`config.mk`:
```
export PLATFORM = sky130hd
export DESIGN_NAME = seg7_scan_flat
export DESIGN_NICKNAME = d
export VERILOG_FILES = /design/src/rtl/seg7_scan_pkg.sv /design/src/rtl/seg7_scan_if.sv /design/src/rtl/seg7_decode.sv /design/src/rtl/seg7_scan.sv /design/src/flat_wrapper.sv
export SDC_FILE = /design/constraint.sdc
export NUM_CORES = 1
export LEC_CHECK = 0
export ABC_AREA = 1
export BUFFER_PORTS_ARGS = -buffer_cell sky130_fd_sc_hd__buf_2
export CAP_MARGIN = 10
export CORE_ASPECT_RATIO = 1.1
export CORE_MARGIN = 2
export CORE_UTILIZATION = 50
export DETAILED_ROUTE_END_ITERATION = 8
export GPL_TIMING_DRIVEN = 0
export PLACE_DENSITY_LB_ADDON = 0.12
export SETUP_SLACK_MARGIN = 0.05
export SLEW_MARGIN = 20
export SYNTH_ARGS = -nofsm -noshare
export SYNTH_HDL_FRONTEND = slang
export SYNTH_SLANG_ARGS = --single-unit
export TNS_END_PERCENT = 10
```
`constraint.sdc`:
```
create_clock -name clk -period 1.9 [get_ports clk]
set_input_delay 0 -clock clk [delete_from_list [all_inputs] [get_ports clk]]
set_output_delay 0 -clock clk [all_outputs]
set_load 0.02 [all_outputs]
```
`src/rtl/seg7_scan_pkg.sv`:
```
// seg7_scan_pkg: shared constants for the seven-segment scan driver.
// Segment patterns are active-low, bit order {g,f,e,d,c,b,a}.
package seg7_scan_pkg;

  localparam logic [6:0] SEG_BLANK = 7'h7F;
  localparam logic [7:0] AN_OFF    = 8'hFF;

  // Entry n holds the pattern for hex digit n (entry 15 written first).
  localparam logic [15:0][6:0] SEG_TABLE = {
    7'h0E, 7'h06, 7'h21, 7'h46, 7'h03, 7'h08, 7'h10, 7'h00,
    7'h78, 7'h02, 7'h12, 7'h19, 7'h30, 7'h24, 7'h79, 7'h40
  };

  function automatic logic [6:0] hex_to_seg(input logic [3:0] nib);
    return SEG_TABLE[nib];
  endfunction

endpackage

```
`src/rtl/seg7_scan_if.sv`:
```
// seg7_scan_if: display-side bundle of the scan driver.
// master = the block feeding value/controls, slave = the scan driver.
interface seg7_scan_if;
  logic        dived_clk;
  logic        enable;
  logic [31:0] value;
  logic [7:0]  dp_mask;
  logic [7:0]  an;
  logic [6:0]  seg;
  logic        dp;
  logic        frame_done;

  modport master (
    output dived_clk, enable, value, dp_mask,
    input  an, seg, dp, frame_done
  );

  modport slave (
    input  dived_clk, enable, value, dp_mask,
    output an, seg, dp, frame_done
  );
endinterface

```
`src/rtl/seg7_decode.sv`:
```
// seg7_decode: combinational 4-bit hex to active-low 7-segment decoder.
module seg7_decode
  import seg7_scan_pkg::*;
(
  input  logic [3:0] nibble,
  output logic [6:0] seg
);

  assign seg = hex_to_seg(nibble);

endmodule

```
`src/rtl/seg7_scan.sv`:
```
// seg7_scan: multiplexed seven-segment driver stepped by rising edges of the
// (synchronised) dived_clk level. The value is snapshotted at each frame wrap
// so a frame never mixes old and new digits.
// Optional macro SEG7_LZB_EN: leading-zero blanking of digits above digit 0.
module seg7_scan
  import seg7_scan_pkg::*;
#(
  parameter int DIGITS      = 8,
  parameter int SYNC_STAGES = 2
) (
  input  logic        clk,
  input  logic        rst,
  seg7_scan_if.slave  bus
);

  localparam int IDX_W = (DIGITS > 1) ? $clog2(DIGITS) : 1;
  localparam int VAL_W = 4 * DIGITS;
  localparam logic [IDX_W-1:0] IDX_LAST = IDX_W'(DIGITS - 1);

  logic [SYNC_STAGES-1:0] sync_reg;
  logic                   sync_d_reg;
  logic                   step;

  logic [IDX_W-1:0]       idx_reg;
  logic [VAL_W-1:0]       shadow_val_reg;
  logic [DIGITS-1:0]      shadow_dp_reg;
  logic                   frame_done_reg;
  logic                   running_reg;

  logic [7:0]             an_reg;
  logic [6:0]             seg_reg;
  logic                   dp_reg;

  logic [3:0]             nibble;
  logic [6:0]             seg_dec;
  logic                   blank;
  logic                   show;
  logic [7:0]             an_next;

  // Synchroniser chain plus one extra flop to detect the rising edge.
  always_ff @(posedge clk or negedge rst) begin
    if (!rst) begin
      sync_reg   <= '0;
      sync_d_reg <= 1'b0;
    end else begin
      sync_reg   <= {sync_reg[SYNC_STAGES-2:0], bus.dived_clk};
      sync_d_reg <= sync_reg[SYNC_STAGES-1];
    end
  end

  assign step = sync_reg[SYNC_STAGES-1] & ~sync_d_reg;

  // Digit index; snapshot of value/dp_mask and frame pulse on wrap.
  // running_reg keeps the display dark until the first step after reset.
  always_ff @(posedge clk or negedge rst) begin
    if (!rst) begin
      idx_reg        <= IDX_LAST;
      shadow_val_reg <= '0;
      shadow_dp_reg  <= '0;
      frame_done_reg <= 1'b0;
      running_reg    <= 1'b0;
    end else begin
      frame_done_reg <= 1'b0;
      if (step) begin
        running_reg <= 1'b1;
        if (idx_reg == IDX_LAST) begin
          idx_reg        <= '0;
          shadow_val_reg <= bus.value[VAL_W-1:0];
          shadow_dp_reg  <= bus.dp_mask[DIGITS-1:0];
          frame_done_reg <= 1'b1;
        end else begin
          idx_reg <= idx_reg + 1'b1;
        end
      end
    end
  end

  assign nibble = shadow_val_reg[{idx_reg, 2'b00} +: 4];

  seg7_decode u_decode (
    .nibble (nibble),
    .seg    (seg_dec)
  );

`ifdef SEG7_LZB_EN
  // upper_zero[i]: shadow nibbles i..DIGITS-1 are all zero.
  logic [DIGITS-1:0] upper_zero;
  for (genvar gi = 0; gi < DIGITS; gi++) begin : g_upper_zero
    assign upper_zero[gi] = (shadow_val_reg[VAL_W-1:4*gi] == '0);
  end
  assign blank = (idx_reg != '0) && upper_zero[idx_reg];
`else
  assign blank = 1'b0;
`endif

  assign show = bus.enable & ~blank;

  // One anode per digit; positions beyond DIGITS stay off.
  for (genvar gi = 0; gi < 8; gi++) begin : g_anode
    if (gi < DIGITS) begin : g_used
      assign an_next[gi] = ~(show && (idx_reg == IDX_W'(gi)));
    end else begin : g_unused
      assign an_next[gi] = 1'b1;
    end
  end

  // Output register, loaded every cycle once scanning has started.
  always_ff @(posedge clk or negedge rst) begin
    if (!rst) begin
      an_reg  <= AN_OFF;
      seg_reg <= SEG_BLANK;
      dp_reg  <= 1'b1;
    end else if (running_reg) begin
      an_reg  <= an_next;
      seg_reg <= blank ? SEG_BLANK : seg_dec;
      dp_reg  <= show ? ~shadow_dp_reg[idx_reg] : 1'b1;
    end
  end

  assign bus.an         = an_reg;
  assign bus.seg        = seg_reg;
  assign bus.dp         = dp_reg;
  assign bus.frame_done = frame_done_reg;

endmodule

```
`src/flat_wrapper.sv`:
```
// flat-port wrapper written by rule: the top's interface ports become plain ports
module seg7_scan_flat import seg7_scan_pkg::*;
#(
  parameter int DIGITS      = 8,
  parameter int SYNC_STAGES = 2
)
  (clk, rst, bus_dived_clk, bus_enable, bus_value, bus_dp_mask, bus_an, bus_seg, bus_dp, bus_frame_done);
  seg7_scan_if bus_i ();
  input  logic clk;
  input  logic rst;
  input wire logic [$bits(bus_i.dived_clk)-1:0] bus_dived_clk;
  input wire logic [$bits(bus_i.enable)-1:0] bus_enable;
  input wire logic [$bits(bus_i.value)-1:0] bus_value;
  input wire logic [$bits(bus_i.dp_mask)-1:0] bus_dp_mask;
  output wire logic [$bits(bus_i.an)-1:0] bus_an;
  output wire logic [$bits(bus_i.seg)-1:0] bus_seg;
  output wire logic [$bits(bus_i.dp)-1:0] bus_dp;
  output wire logic [$bits(bus_i.frame_done)-1:0] bus_frame_done;
  assign bus_i.dived_clk = bus_dived_clk;
  assign bus_i.enable = bus_enable;
  assign bus_i.value = bus_value;
  assign bus_i.dp_mask = bus_dp_mask;
  assign bus_an = bus_i.an;
  assign bus_seg = bus_i.seg;
  assign bus_dp = bus_i.dp;
  assign bus_frame_done = bus_i.frame_done;
  seg7_scan #(.DIGITS(DIGITS), .SYNC_STAGES(SYNC_STAGES)) u_core (.clk(clk), .rst(rst), .bus(bus_i));
endmodule
```
==> summary.txt, run 1 <==
Floorplanning
  – Total Die Area: 7090 sq um
  – Floorplan die width: 80.5 um
  – Number of top-level design ports: 61
  – Starting density of the core: 51.9%
  – Die Height: 88.1 um
  – Row count: 30
  – Area of the core: 6190 sq um

Logic synthesis
  – Synthesized area divided by synthesized cell count: 8.12 sq um
  – Share of the yosys chip area belonging to registers: 50.5%
  – Unique masters post-synth: 24
  – Synthesized flop and latch total: 64
  – Netlist area before placement: 3220 sq um
  – Syn Inst Count: 396
  – Syn nets: 452
  – Yosys warnings: 0

Layout
  – Final non-filler cell total: 613
  – Highest-count cells in the layout ignoring fill and taps: sky130_fd_sc_hd__nand2_1 (122), sky130_fd_sc_hd__buf_2 (61), sky130_fd_sc_hd__dfrtp_1 (45), sky130_fd_sc_hd__inv_1 (44), sky130_fd_sc_hd__dlygate4sd3_1 (43)
  – Diode count: 0
  – Largest register FFs: 32
  – Fraction of layout cells with a size suffix above 1: 32.6%
  – Most common cell after layout, fill and taps aside: sky130_fd_sc_hd__nand2_1
  – Area growth from synthesis to layout: 45.3%
  – Net count of the finished layout: 584
  – Fill cell instance count of the final layout: 458
  – Final cell area excluding filler cells: 4670 sq um

Placement
  – GPL Wtd Cong: 0.894
  – Final HPWL from detailed placement: 5060 um
  – Number of buffers added on ports: 60
  – Placed cell count: 537
  – Area post-placement: 3650 sq um

Setup path
  – R2r worst-path depth: 12
  – Data required time at the worst endpoint: 2170 ps
  – Worst reg2reg setup slack: -60 ps
  – Largest fanout on the critical path: 7
  – Top delay family on crit path: flip-flops
  – Ordered cell list for the critical path: inv_2 -> buf_6 -> nand2_4 -> nand3_2 -> nand3_2 -> o21ai_4 -> buf_12 -> ha_4 -> nand3_2 -> nor2_1 -> nor2_1 -> a21oi_1
  – Launching element type of the critical path: register
  – Reg-to-reg critical path endpoint: u_core.bus.seg[1]
  – Critical path endpoint category: register
  – Slowest library cell on the worst path: sky130_fd_sc_hd__dfstp_2
  – Category of the critical setup timing path: reg -> reg
  – Worst path max stage delay: 600 ps
  – Arrival time reported for the critical path endpoint: 2220 ps
  – Number of buffer and inverter instances along the worst setup path: 3
  – Cell type with the highest occurrence count on the critical path: sky130_fd_sc_hd__nand3_2
  – Launch point of the worst reg-to-reg path: u_core.idx_reg[0]

CTS
  – Clock Tree Root: sky130_fd_sc_hd__clkbuf_8
  – Clock transition at the registers of the reported paths: 70 ps
  – Skew-Pair Late Insertion Delay: 340 ps
  – Number of buffers on the longest clock path: 2
  – CTS H-Tree Depth: 3
  – CTS tree: done
  – TritonCTS buffer count: 9
  – TritonCTS sink count: 64

STA
  – Hold Violations, Final: 0
  – Period utilization: 103%
  – Final Setup Violations: 4
  – Max transition margin: 66.9%
  – Maximum clock frequency: 511 MHz
  – Worst hold slack: 81.1 ps
  – Final setup margin: -55.6 ps
  – Worst-Margin Slew: 496 ps
  – Worst clock skew on the final layout: 7.54 ps
  – Final count of pins violating max slew: 0
  – Minimum clock period: 1960 ps
  – Unrepaired setup endpoints after global routing: true

Global routing
  – Final global-route overflow total: 0
  – Pin count of the biggest net entering global routing: 46
  – Number of global-route vias before repair: 3122
  – First-pass GRT wire length: 14400 um
  – Aggregate global-route resource usage: 27.0%
  – Initial antenna violation count: 0

Detailed routing
  – Vias per std cell: 4.96
  – Pre-Repair DR Iteration Count: 4
  – Post-detailed-route DRC marker count: 0
  – Routed via count: 3039
  – Initial detailed-routing violation count: 172
  – Count of antenna-violating nets left after detailed routing: 0
  – Post-detailed-routing wire length: 8760 um
  – Post-detailed-route wirelength per cell: 14.3 um

Pwr
  – Standby leakage power: 0.00231 uW
  – Power per standard cell area: 1620 nW/um^2
  – Worst vdd ir: 983 uV

Hold path
  – Worst Hold Class: in -> async

Run status
  – Failing checks: setup timing
  – Outcome: finished with violations

Job
  – Max-cap violations: 0
[worst register-to-register path, stage by stage, from the launching register on]
cell and delay [ps]:
sky130_fd_sc_hd__dfstp_2 600, sky130_fd_sc_hd__inv_2 70, sky130_fd_sc_hd__buf_6 140, sky130_fd_sc_hd__nand2_4 50
sky130_fd_sc_hd__nand3_2 60, sky130_fd_sc_hd__nand3_2 100, sky130_fd_sc_hd__o21ai_4 80, sky130_fd_sc_hd__buf_12 140
sky130_fd_sc_hd__ha_4 260, sky130_fd_sc_hd__nand3_2 80, sky130_fd_sc_hd__nor2_1 100, sky130_fd_sc_hd__nor2_1 50
sky130_fd_sc_hd__a21oi_1 140
[worst max-delay path by stage]
stage | start | endpoint | slack (ps) | cells after the start
4_1_cts | u_core.idx_reg[0] | u_core.bus.seg[3] | -20 | 13
3_5_place_dp | u_core.idx_reg[0] | u_core.bus.seg[5] | -180 | 12
6_report | u_core.idx_reg[0] | u_core.bus.seg[1] | -60 | 12
2_1_floorplan | u_core.idx_reg[0] | u_core.bus.seg[1] | 110 | 11
5_1_grt | u_core.idx_reg[0] | u_core.bus.seg[1] | -150 | 12
3_3_place_gp | u_core.idx_reg[0] | u_core.bus.seg[1] | -160 | 11
[synthesized netlist by cell type]
master,n,share of area [%]
sky130_fd_sc_hd__nand2_4,1,0.35
sky130_fd_sc_hd__buf_2,9,1.4
sky130_fd_sc_hd__nor2_2,1,0.19
sky130_fd_sc_hd__o21ai_2,1,0.27
sky130_fd_sc_hd__dfrtp_1,45,35
sky130_fd_sc_hd__nand3b_1,1,0.23
sky130_fd_sc_hd__a31oi_1,2,0.39
sky130_fd_sc_hd__a21oi_1,9,1.4
sky130_fd_sc_hd__nand3_1,27,4.2
sky130_fd_sc_hd__ha_1,12,4.7
sky130_fd_sc_hd__inv_2,3,0.35
sky130_fd_sc_hd__nand2_1,130,15
sky130_fd_sc_hd__clkbuf_1,4,0.47
sky130_fd_sc_hd__dfstp_2,19,16
sky130_fd_sc_hd__o21ai_4,1,0.51
sky130_fd_sc_hd__inv_1,46,5.4
sky130_fd_sc_hd__nand2_2,8,1.6
sky130_fd_sc_hd__nand3_2,7,2.2
sky130_fd_sc_hd__o21ai_1,1,0.16
sky130_fd_sc_hd__buf_6,3,1.1
sky130_fd_sc_hd__nor2_1,23,2.7
sky130_fd_sc_hd__o22ai_1,1,0.19
sky130_fd_sc_hd__o21ai_0,41,6.4
sky130_fd_sc_hd__a21oi_2,1,0.27
[logic make-up (layout without fill, tap and decap cells)]
kind of cell,count (synthesis),count (layout),share of synthesized area [%]
AOI/OAI and AO/OA,57,57,9.57
and+or+nand+nor,198,198,26.6
DFF,64,64,50.5
adders and majority gates,12,12,4.67
buffers and inverters,65,202,8.64
[report_power, final]
group / switching [uW] / leakage, uW / total, uW / internal, uW
combinational: 2310 / 0.00151 / 3870 / 1570
sequential: 214 / 0.000673 / 2220 / 2010
clock: 542 / 0.000126 / 1480 / 941
total: 3060 / 0.00231 / 7580 / 4510
[layout make-up]
| class | instances | area [sq um] | area share [%] |
|---|---|---|---|
| sequential | 64 | 1630 | 34.8 |
| multi-input combinational | 267 | 1450 | 31.1 |
| timing repair buffer | 121 | 923 | 19.8 |
| inverter | 49 | 184 | 3.94 |
| clock buffer | 11 | 151 | 3.24 |
| buffer | 16 | 131 | 2.81 |
| clock inverter | 5 | 103 | 2.20 |
| tap | 80 | 100 | 2.14 |
[metal layers]
metal,share of wire [%],global-route usage (%),vias to the layer above
met3,5.2,4.64,19
met1,40,31.9,1411
li1,-,-,1497
met4,2.7,12.9,0
met5,0,0,-
met2,52,47.6,112
[repair_timing]
item                                    in CTS  in global routing
pin swaps                                   11                 10
endpoints found under the hold margin      102                  0
endpoints found under the setup margin      47                 45
gates resized for setup                     32                 15
gates cloned                                 2                  0
buffers inserted                            13                  2
hold buffers                                43                  0
[metrics by stage]
step           worst slack (ps)  setup TNS [ps]  util (%)  total power [uW]
2_1_floorplan               110               0         -              4430
3_3_place_gp               -162           -2770      58.4              5070
3_5_place_dp               -178           -3010      58.9              5150
4_1_cts                   -23.3           -82.8      74.3              7310
5_1_grt                    -150            -655      75.4              8150
6_report                  -55.6            -114      75.4              7580
No activity file was read; power rests on OpenSTA's default activity.
==> inputs of run 2 (changes only) <==
--- a/config.mk
+++ b/config.mk
@@ -13,7 +13,7 @@
 export CORE_UTILIZATION = 50
 export DETAILED_ROUTE_END_ITERATION = 8
 export GPL_TIMING_DRIVEN = 0
-export PLACE_DENSITY_LB_ADDON = 0.12
+export PLACE_DENSITY = 0.76
 export SETUP_SLACK_MARGIN = 0.05
 export SLEW_MARGIN = 20
 export SYNTH_ARGS = -nofsm -noshare
==> constraint.sdc (replaced) <==
create_clock -name clk -period 1.9 [get_ports clk]
set_input_delay 0 -clock clk [delete_from_list [all_inputs] [get_ports clk]]
set_output_delay 0 -clock clk [all_outputs]
set_load 0.005 [all_outputs]
==> run 2 against run 1 <==
Compared with the run above: the flow still finishes with violations (setup timing); sequential cell count is the same; clock skew grew 3.2 ps; register-to-register slack worse by 30 ps; global-route usage is 1.0 points lower; critical path depth decreased by 3; critical path type unchanged; highest routed layer unchanged.
==> summary.txt, run 2 (synthesis results as in run 1) <==
Floorplanning
  – Floorplan die width: 80.5 um (unchanged)
  – Area of the core: 6190 sq um (unchanged)
  – Row count: 30 (unchanged)
  – Total Die Area: 7090 sq um (unchanged)
  – Number of top-level design ports: 61 (unchanged)
  – Die Height: 88.1 um (unchanged)
  – Starting density of the core: 51.9% (unchanged)

Placement
  – GPL Wtd Cong: 0.880 (was 0.894)
  – Final HPWL from detailed placement: 5040 um (was 5060 um)
  – Area post-placement: 3620 sq um (was 3650 sq um)
  – Number of buffers added on ports: 60 (unchanged)

Pwr
  – Final total power: 7410 uW (was 7580 uW)
  – Power per standard cell area: 1590 nW/um^2 (was 1620 nW/um^2)
  – Worst vdd ir: 861 uV (was 983 uV)
  – Standby leakage power: 0.00226 uW (was 0.00231 uW)

Global routing
  – Met2 demand-to-capacity share in global routing: 44.7% (was 47.6%)
  – Met3 usage: 4.33% (was 4.64%)
  – Aggregate global-route resource usage: 25.9% (was 27.0%)
  – First-pass GRT wire length: 14000 um (was 14400 um)
  – Met1 Track Usage GR: 31.1% (was 31.9%)
  – Initial antenna violation count: 0 (unchanged)
  – Final global-route overflow total: 0 (unchanged)
  – Number of global-route vias before repair: 3108 (was 3122)
  – Peak-usage layer in the global routing report: met2 (unchanged)
  – Pin count of the biggest net entering global routing: 65 (was 46)

Layout
  – Area occupied by registers: 1630 sq um (unchanged)
  – Area of combinational cells with multiple inputs: 1550 sq um (was 1450 sq um)
  – Largest register FFs: 32 (unchanged)
  – Final cell area excluding filler cells: 4650 sq um (was 4670 sq um)
  – Diode count: 0 (unchanged)
  – Most common cell after layout, fill and taps aside: sky130_fd_sc_hd__nand2_1 (unchanged)
  – Fraction of layout cells with a size suffix above 1: 34.5% (was 32.6%)
  – Fill cell instance count of the final layout: 431 (was 458)
  – Area growth from synthesis to layout: 44.6% (was 45.3%)
  – Net count of the finished layout: 582 (was 584)
  – Highest-count cells in the layout ignoring fill and taps: sky130_fd_sc_hd__nand2_1 (116), sky130_fd_sc_hd__buf_2 (59), sky130_fd_sc_hd__dfrtp_1 (45), sky130_fd_sc_hd__inv_1 (44), sky130_fd_sc_hd__dlygate4sd3_1 (43) (was sky130_fd_sc_hd__nand2_1 (122), sky130_fd_sc_hd__buf_2 (61), sky130_fd_sc_hd__dfrtp_1 (45), sky130_fd_sc_hd__inv_1 (44), sky130_fd_sc_hd__dlygate4sd3_1 (43))

Detailed routing
  – Vias per std cell: 5.11 (was 4.96)
  – Pre-Repair DR Iteration Count: 4 (unchanged)
  – Count of antenna-violating nets left after detailed routing: 0 (unchanged)
  – Post-detailed-routing wire length: 8740 um (was 8760 um)
  – Post-detailed-route wirelength per cell: 14.3 um (about the same)
  – Initial detailed-routing violation count: 175 (was 172)
  – Routed via count: 3122 (was 3039)
  – Post-detailed-route DRC marker count: 0 (unchanged)

CTS
  – Clock transition at the registers of the reported paths: 80 ps (was 70 ps)
  – TritonCTS buffer count: 9 (unchanged)
  – CTS tree: done (unchanged)
  – CTS H-Tree Depth: 3 (unchanged)
  – Number of buffers on the longest clock path: 2 (unchanged)
  – TritonCTS sink count: 64 (unchanged)
  – Skew-Pair Late Insertion Delay: 350 ps (was 340 ps)
  – Clock Tree Root: sky130_fd_sc_hd__clkbuf_8 (unchanged)

Job
  – Max-cap violations: 0 (unchanged)

Setup path
  – R2r worst-path depth: 9 (was 12)
  – Worst path max stage delay: 610 ps (was 600 ps)
  – Category of the critical setup timing path: reg -> reg (unchanged)
  – Data required time at the worst endpoint: 2180 ps (was 2170 ps)
  – Arrival time reported for the critical path endpoint: 2270 ps (was 2220 ps)
  – Cell type with the highest occurrence count on the critical path: sky130_fd_sc_hd__nand3_2 (unchanged)
  – Critical path endpoint category: register (unchanged)
  – Launching element type of the critical path: register (unchanged)
  – Largest fanout on the critical path: 10 (was 7)
  – Worst reg2reg setup slack: -90 ps (was -60 ps)
  – Ordered cell list for the critical path: buf_4 -> nand3_2 -> nand3_2 -> o21ai_4 -> ha_4 -> nand3_2 -> nor2_1 -> nor2_1 -> a21oi_1 (was inv_2 -> buf_6 -> nand2_4 -> nand3_2 -> nand3_2 -> o21ai_4 -> buf_12 -> ha_4 -> nand3_2 -> nor2_1 -> nor2_1 -> a21oi_1)
  – Slowest library cell on the worst path: sky130_fd_sc_hd__dfstp_2 (unchanged)

STA
  – Maximum clock frequency: 503 MHz (was 511 MHz)
  – Hold Violations, Final: 0 (unchanged)
  – Worst hold slack: 275 ps (was 81.1 ps)
  – Minimum clock period: 1990 ps (was 1960 ps)
  – Final setup margin: -89.2 ps (was -55.6 ps)
  – Final Setup Violations: 6 (was 4)
  – Unrepaired setup endpoints after global routing: true (unchanged)
  – Period utilization: 105% (was 103%)
  – Worst-Margin Slew: 769 ps (was 496 ps)
  – Worst clock skew on the final layout: 10.7 ps (was 7.54 ps)
  – Max transition margin: 48.7% (was 66.9%)
  – Final count of pins violating max slew: 0 (unchanged)

Run status
  – Outcome: finished with violations (unchanged)
  – Failing checks: setup timing (unchanged)

Hold path
  – Worst Hold Class: in -> async (unchanged)
## run 2: metal layers
| layer | vias to the layer above | share of wire [%] | routed length, um |
|---|---|---|---|
| met5 | - | 0 | 0 |
| met4 | 0 | 2.2 | 188 |
| met3 | 18 | 5.0 | 437 |
| met2 | 103 | 51 | 4460 |
| met1 | 1505 | 42 | 3660 |
| li1 | 1496 | - | - |
## run 2: area by class of cell
class	instances	share of cell area [%]
Sequential cell	64	35.0
Inverter	49	4.01
Timing Repair Buffer	119	18.4
Clock buffer	13	3.42
Tap cell	80	2.15
Clock inverter	3	0.861
Multi-Input combinational cell	267	33.3
Buffer	16	2.88
## run 2: worst max-delay path, delay by kind of cell (launching register included)
| family | cells | cell delay [ps] |
|---|---|---|
| AOI/OAI and AO/OA | 2 | 240 |
| buffers and inverters | 1 | 230 |
| and+or+nand+nor | 5 | 540 |
| DFF | 1 | 610 |
| adders and majority gates | 1 | 290 |
## run 2: path summary, 6_finish.rpt
| kind | start | end |
|---|---|---|
| max in group asynchronous | rst | u_core.shadow_val_reg[4] |
| max | u_core.idx_reg[1] | u_core.bus.seg[1] |
| min in group clk | bus_dived_clk | u_core.sync_reg[0] |
| max reg2reg | u_core.idx_reg[1] | u_core.bus.seg[1] |
| min | rst | u_core.shadow_val_reg[22] |
| min reg2reg | u_core.sync_reg[0] | u_core.sync_reg[1] |
## run 2: metrics by stage
step / setup slack (ps) / cells / utilization [%] / setup TNS (ps)
2_1_floorplan: 110 / 396 / - / 0
3_3_place_gp: -141 / 536 / 58.4 / -1810
3_5_place_dp: -207 / 536 / 58.4 / -2950
4_1_cts: 4.19 / 609 / 72.8 / 0
5_1_grt: -157 / 611 / 75.1 / -843
6_report: -89.2 / 611 / 75.1 / -174
## run 2: what timing repair did
action | 4_1_cts | 5_1_grt
pin swaps | 14 | 12
setup buffers | 14 | 2
endpoints found under the hold margin | 89 | 0
endpoints found under the setup margin | 48 | 48
hold buffers | 43 | 0
resized for setup | 39 | 32
## run 2: power by group
group          internal [uW]  total (uW)  switching (uW)
sequential              2010        2230             221
combinational           1590        3990            2400
clock                    674        1190             517
==> inputs of run 3 (changes only) <==
--- a/config.mk
+++ b/config.mk
@@ -10,11 +10,12 @@
 export CAP_MARGIN = 10
 export CORE_ASPECT_RATIO = 1.1
 export CORE_MARGIN = 2
-export CORE_UTILIZATION = 50
+export CORE_UTILIZATION = 40
 export DETAILED_ROUTE_END_ITERATION = 8
 export GPL_TIMING_DRIVEN = 0
-export PLACE_DENSITY = 0.76
+export PLACE_DENSITY = 0.63
 export SETUP_SLACK_MARGIN = 0.05
+export SKIP_CTS_REPAIR_TIMING = 1
 export SLEW_MARGIN = 20
 export SYNTH_ARGS = -nofsm -noshare
 export SYNTH_HDL_FRONTEND = slang
==> constraint.sdc (replaced) <==
create_clock -name clk -period 1.6 [get_ports clk]
set_input_delay 0 -clock clk [delete_from_list [all_inputs] [get_ports clk]]
set_output_delay 0 -clock clk [all_outputs]
set_load 0.005 [all_outputs]
==> run 3 against run 2 <==
Compared with the run above: the run still ends with setup timing left; register-to-register slack got worse by 260 ps; sequential share of layout area fell by 0.78 points; non-clock buffer count rose by 3; count of clock-buffer cells in the layout fell by 4; critical path depth rose by 1; critical endpoint is now u_core.bus.seg[5]; largest power group unchanged.
==> summary.txt, run 3 (synthesis results as in run 1) <==
Run status
  – Outcome: finished with violations (unchanged)
  – Failing checks: setup timing (unchanged)

STA
  – Worst-Margin Slew: 467 ps (was 769 ps)
  – Final Setup Violations: 49 (was 6)
  – Minimum clock period: 1950 ps (was 1990 ps)
  – Maximum clock frequency: 514 MHz (was 503 MHz)
  – Unrepaired setup endpoints after global routing: true (unchanged)
  – Max transition margin: 68.9% (was 48.7%)
  – Period utilization: 122% (was 105%)
  – Worst clock skew on the final layout: 5.62 ps (was 10.7 ps)
  – Final count of pins violating max slew: 0 (unchanged)
  – Final setup margin: -345 ps (was -89.2 ps)
  – Hold Violations, Final: 0 (unchanged)
  – Total negative slack for setup checks: -8880 ps (was -174 ps)

Global routing
  – Met3 usage: 3.38% (was 4.33%)
  – Initial antenna violation count: 0 (unchanged)
  – Met1 Track Usage GR: 25.1% (was 31.1%)
  – Number of global-route vias before repair: 2684 (was 3108)
  – Final global-route overflow total: 0 (unchanged)
  – Met2 demand-to-capacity share in global routing: 28.9% (was 44.7%)
  – Peak-usage layer in the global routing report: met2 (unchanged)
  – Aggregate global-route resource usage: 18.5% (was 25.9%)
  – Pin count of the biggest net entering global routing: 43 (was 65)
  – First-pass GRT wire length: 12500 um (was 14000 um)

Floorplanning
  – Die Height: 98.0 um (was 88.1 um)
  – Total Die Area: 8770 sq um (was 7090 sq um)
  – Number of top-level design ports: 61 (unchanged)
  – Area of the core: 7870 sq um (was 6190 sq um)
  – Row count: 34 (was 30)
  – Floorplan die width: 89.5 um (was 80.5 um)
  – Starting density of the core: 40.9% (was 51.9%)

Detailed routing
  – Post-detailed-route DRC marker count: 0 (unchanged)
  – Routed via count: 3011 (was 3122)
  – Post-detailed-routing wire length: 8250 um (was 8740 um)
  – Pre-Repair DR Iteration Count: 4 (unchanged)
  – Post-detailed-route wirelength per cell: 12.9 um (was 14.3 um)
  – Initial detailed-routing violation count: 123 (was 175)
  – Vias per std cell: 4.69 (was 5.11)
  – Count of antenna-violating nets left after detailed routing: 0 (unchanged)

Setup path
  – Reg-to-reg critical path endpoint: u_core.bus.seg[5] (was u_core.bus.seg[1])
  – Critical path endpoint category: register (unchanged)
  – Data required time at the worst endpoint: 1870 ps (was 2180 ps)
  – Category of the critical setup timing path: reg -> reg (unchanged)
  – Worst setup startpoint: u_core.idx_reg[0] (was u_core.idx_reg[1])
  – Largest fanout on the critical path: 6 (was 10)
  – Number of cells on the critical path: 10 (was 9)
  – R2r worst-path depth: 10 (was 9)
  – Number of buffer and inverter instances along the worst setup path: 1 (unchanged)
  – Top delay family on crit path: flip-flops (unchanged)
  – Ordered cell list for the critical path: buf_6 -> nand2_1 -> nand3_2 -> nand2_2 -> o21ai_4 -> ha_4 -> nand3_4 -> nor2_2 -> nor2_1 -> a21oi_1 (was buf_4 -> nand3_2 -> nand3_2 -> o21ai_4 -> ha_4 -> nand3_2 -> nor2_1 -> nor2_1 -> a21oi_1)
  – Arrival time reported for the critical path endpoint: 2210 ps (was 2270 ps)
  – Worst reg2reg setup slack: -350 ps (was -90 ps)
  – Launch point of the worst reg-to-reg path: u_core.idx_reg[0] (was u_core.idx_reg[1])
  – Worst setup path endpoint: u_core.bus.seg[5] (was u_core.bus.seg[1])
  – Worst path max stage delay: 620 ps (was 610 ps)
  – Slowest library cell on the worst path: sky130_fd_sc_hd__dfstp_2 (unchanged)
  – Launching element type of the critical path: register (unchanged)

Layout
  – Diode count: 0 (unchanged)
  – Fin util: 60.4% (was 75.1%)
  – Area growth from synthesis to layout: 47.9% (was 44.6%)
  – Net count of the finished layout: 585 (was 582)
  – Largest register FFs: 32 (unchanged)
  – Most common cell after layout, fill and taps aside: sky130_fd_sc_hd__nand2_1 (unchanged)
  – Final non-filler cell total: 642 (was 611)
  – Final cell area excluding filler cells: 4750 sq um (was 4650 sq um)
  – Highest-count cells in the layout ignoring fill and taps: sky130_fd_sc_hd__nand2_1 (116), sky130_fd_sc_hd__buf_2 (60), sky130_fd_sc_hd__dfrtp_1 (45), sky130_fd_sc_hd__inv_1 (43), sky130_fd_sc_hd__dlygate4sd3_1 (43) (was sky130_fd_sc_hd__nand2_1 (116), sky130_fd_sc_hd__buf_2 (59), sky130_fd_sc_hd__dfrtp_1 (45), sky130_fd_sc_hd__inv_1 (44), sky130_fd_sc_hd__dlygate4sd3_1 (43))
  – Fraction of layout cells with a size suffix above 1: 35.8% (was 34.5%)

CTS
  – TritonCTS sink count: 64 (unchanged)
  – Number of buffers on the longest clock path: 2 (unchanged)
  – Clock Tree Root: sky130_fd_sc_hd__clkbuf_8 (unchanged)
  – CTS H-Tree Depth: 3 (unchanged)
  – Skew-Pair Late Insertion Delay: 340 ps (was 350 ps)
  – Clock transition at the registers of the reported paths: 70 ps (was 80 ps)
  – TritonCTS buffer count: 9 (unchanged)
  – CTS tree: done (unchanged)

Job
  – Max-cap violations: 0 (unchanged)

Placement
  – GPL Wtd Cong: 0.859 (was 0.880)
  – Area post-placement: 3700 sq um (was 3620 sq um)
  – Placed cell count: 565 (was 536)
  – Final HPWL from detailed placement: 5420 um (was 5040 um)
  – Number of buffers added on ports: 60 (unchanged)

Pwr
  – Power per standard cell area: 1780 nW/um^2 (was 1590 nW/um^2)
  – Worst vdd ir: 701 uV (was 861 uV)
  – Standby leakage power: 0.00228 uW (was 0.00226 uW)

Hold path
  – Worst Hold Class: in -> async (unchanged)
## run 3: changes by cell type in the layout (fill, tap and decap cells not counted), sizes merged
cell	previous run	this run
clkinvlp	0	2
buf	86	90
clkbuf	19	14
clkinv	2	4
## run 3: area by class of cell
cell class                 count  area [sq um]
fill                         697          3120
sequential                    64          1630
multi-input combinational    267          1520
timing repair buffer         122           913
inverter                      49           184
buffer                        16           176
tap                          108           135
clock buffer                   9           124
clock inverter                 7          72.6
## run 3: worst min path at each step
stage	start	end	slack, ps	cells past startpoint
after floorplan	rst	u_core.bus.frame_done	-300	0
after global placement	bus_dived_clk	u_core.sync_reg[0]	110	1
after detailed placement	rst	u_core.shadow_val_reg[23]	-90	1
after CTS	rst	u_core.shadow_val_reg[23]	-450	1
after global routing	rst	u_core.shadow_val_reg[23]	110	2
final	rst	u_core.shadow_val_reg[23]	80	2
## run 3: per-stage QoR
stage | setup slack, ps | hold WS, ps | total power (uW)
finish | -345 | 84.6 | 8470
global route | -426 | 111 | 9180
CTS | -572 | -454 | 7470
detailed placement | -538 | -89.9 | 6080
global placement | -504 | 109 | 5980
floorplan | -144 | -296 | 5190
## run 3: layer usage
layer,share of wire [%],vias to the layer above
met1,45,1411
li1,-,1504
met2,49,78
met4,2.8,0
met3,3.6,18
met5,0,-
## run 3: where the power goes
group | total (uW) | switching [uW] | leakage (uW) | internal (uW)
sequential | 2630 | 250 | 0.000673 | 2380
combinational | 4460 | 2640 | 0.00151 | 1820
clock | 1370 | 652 | 0.0000952 | 718
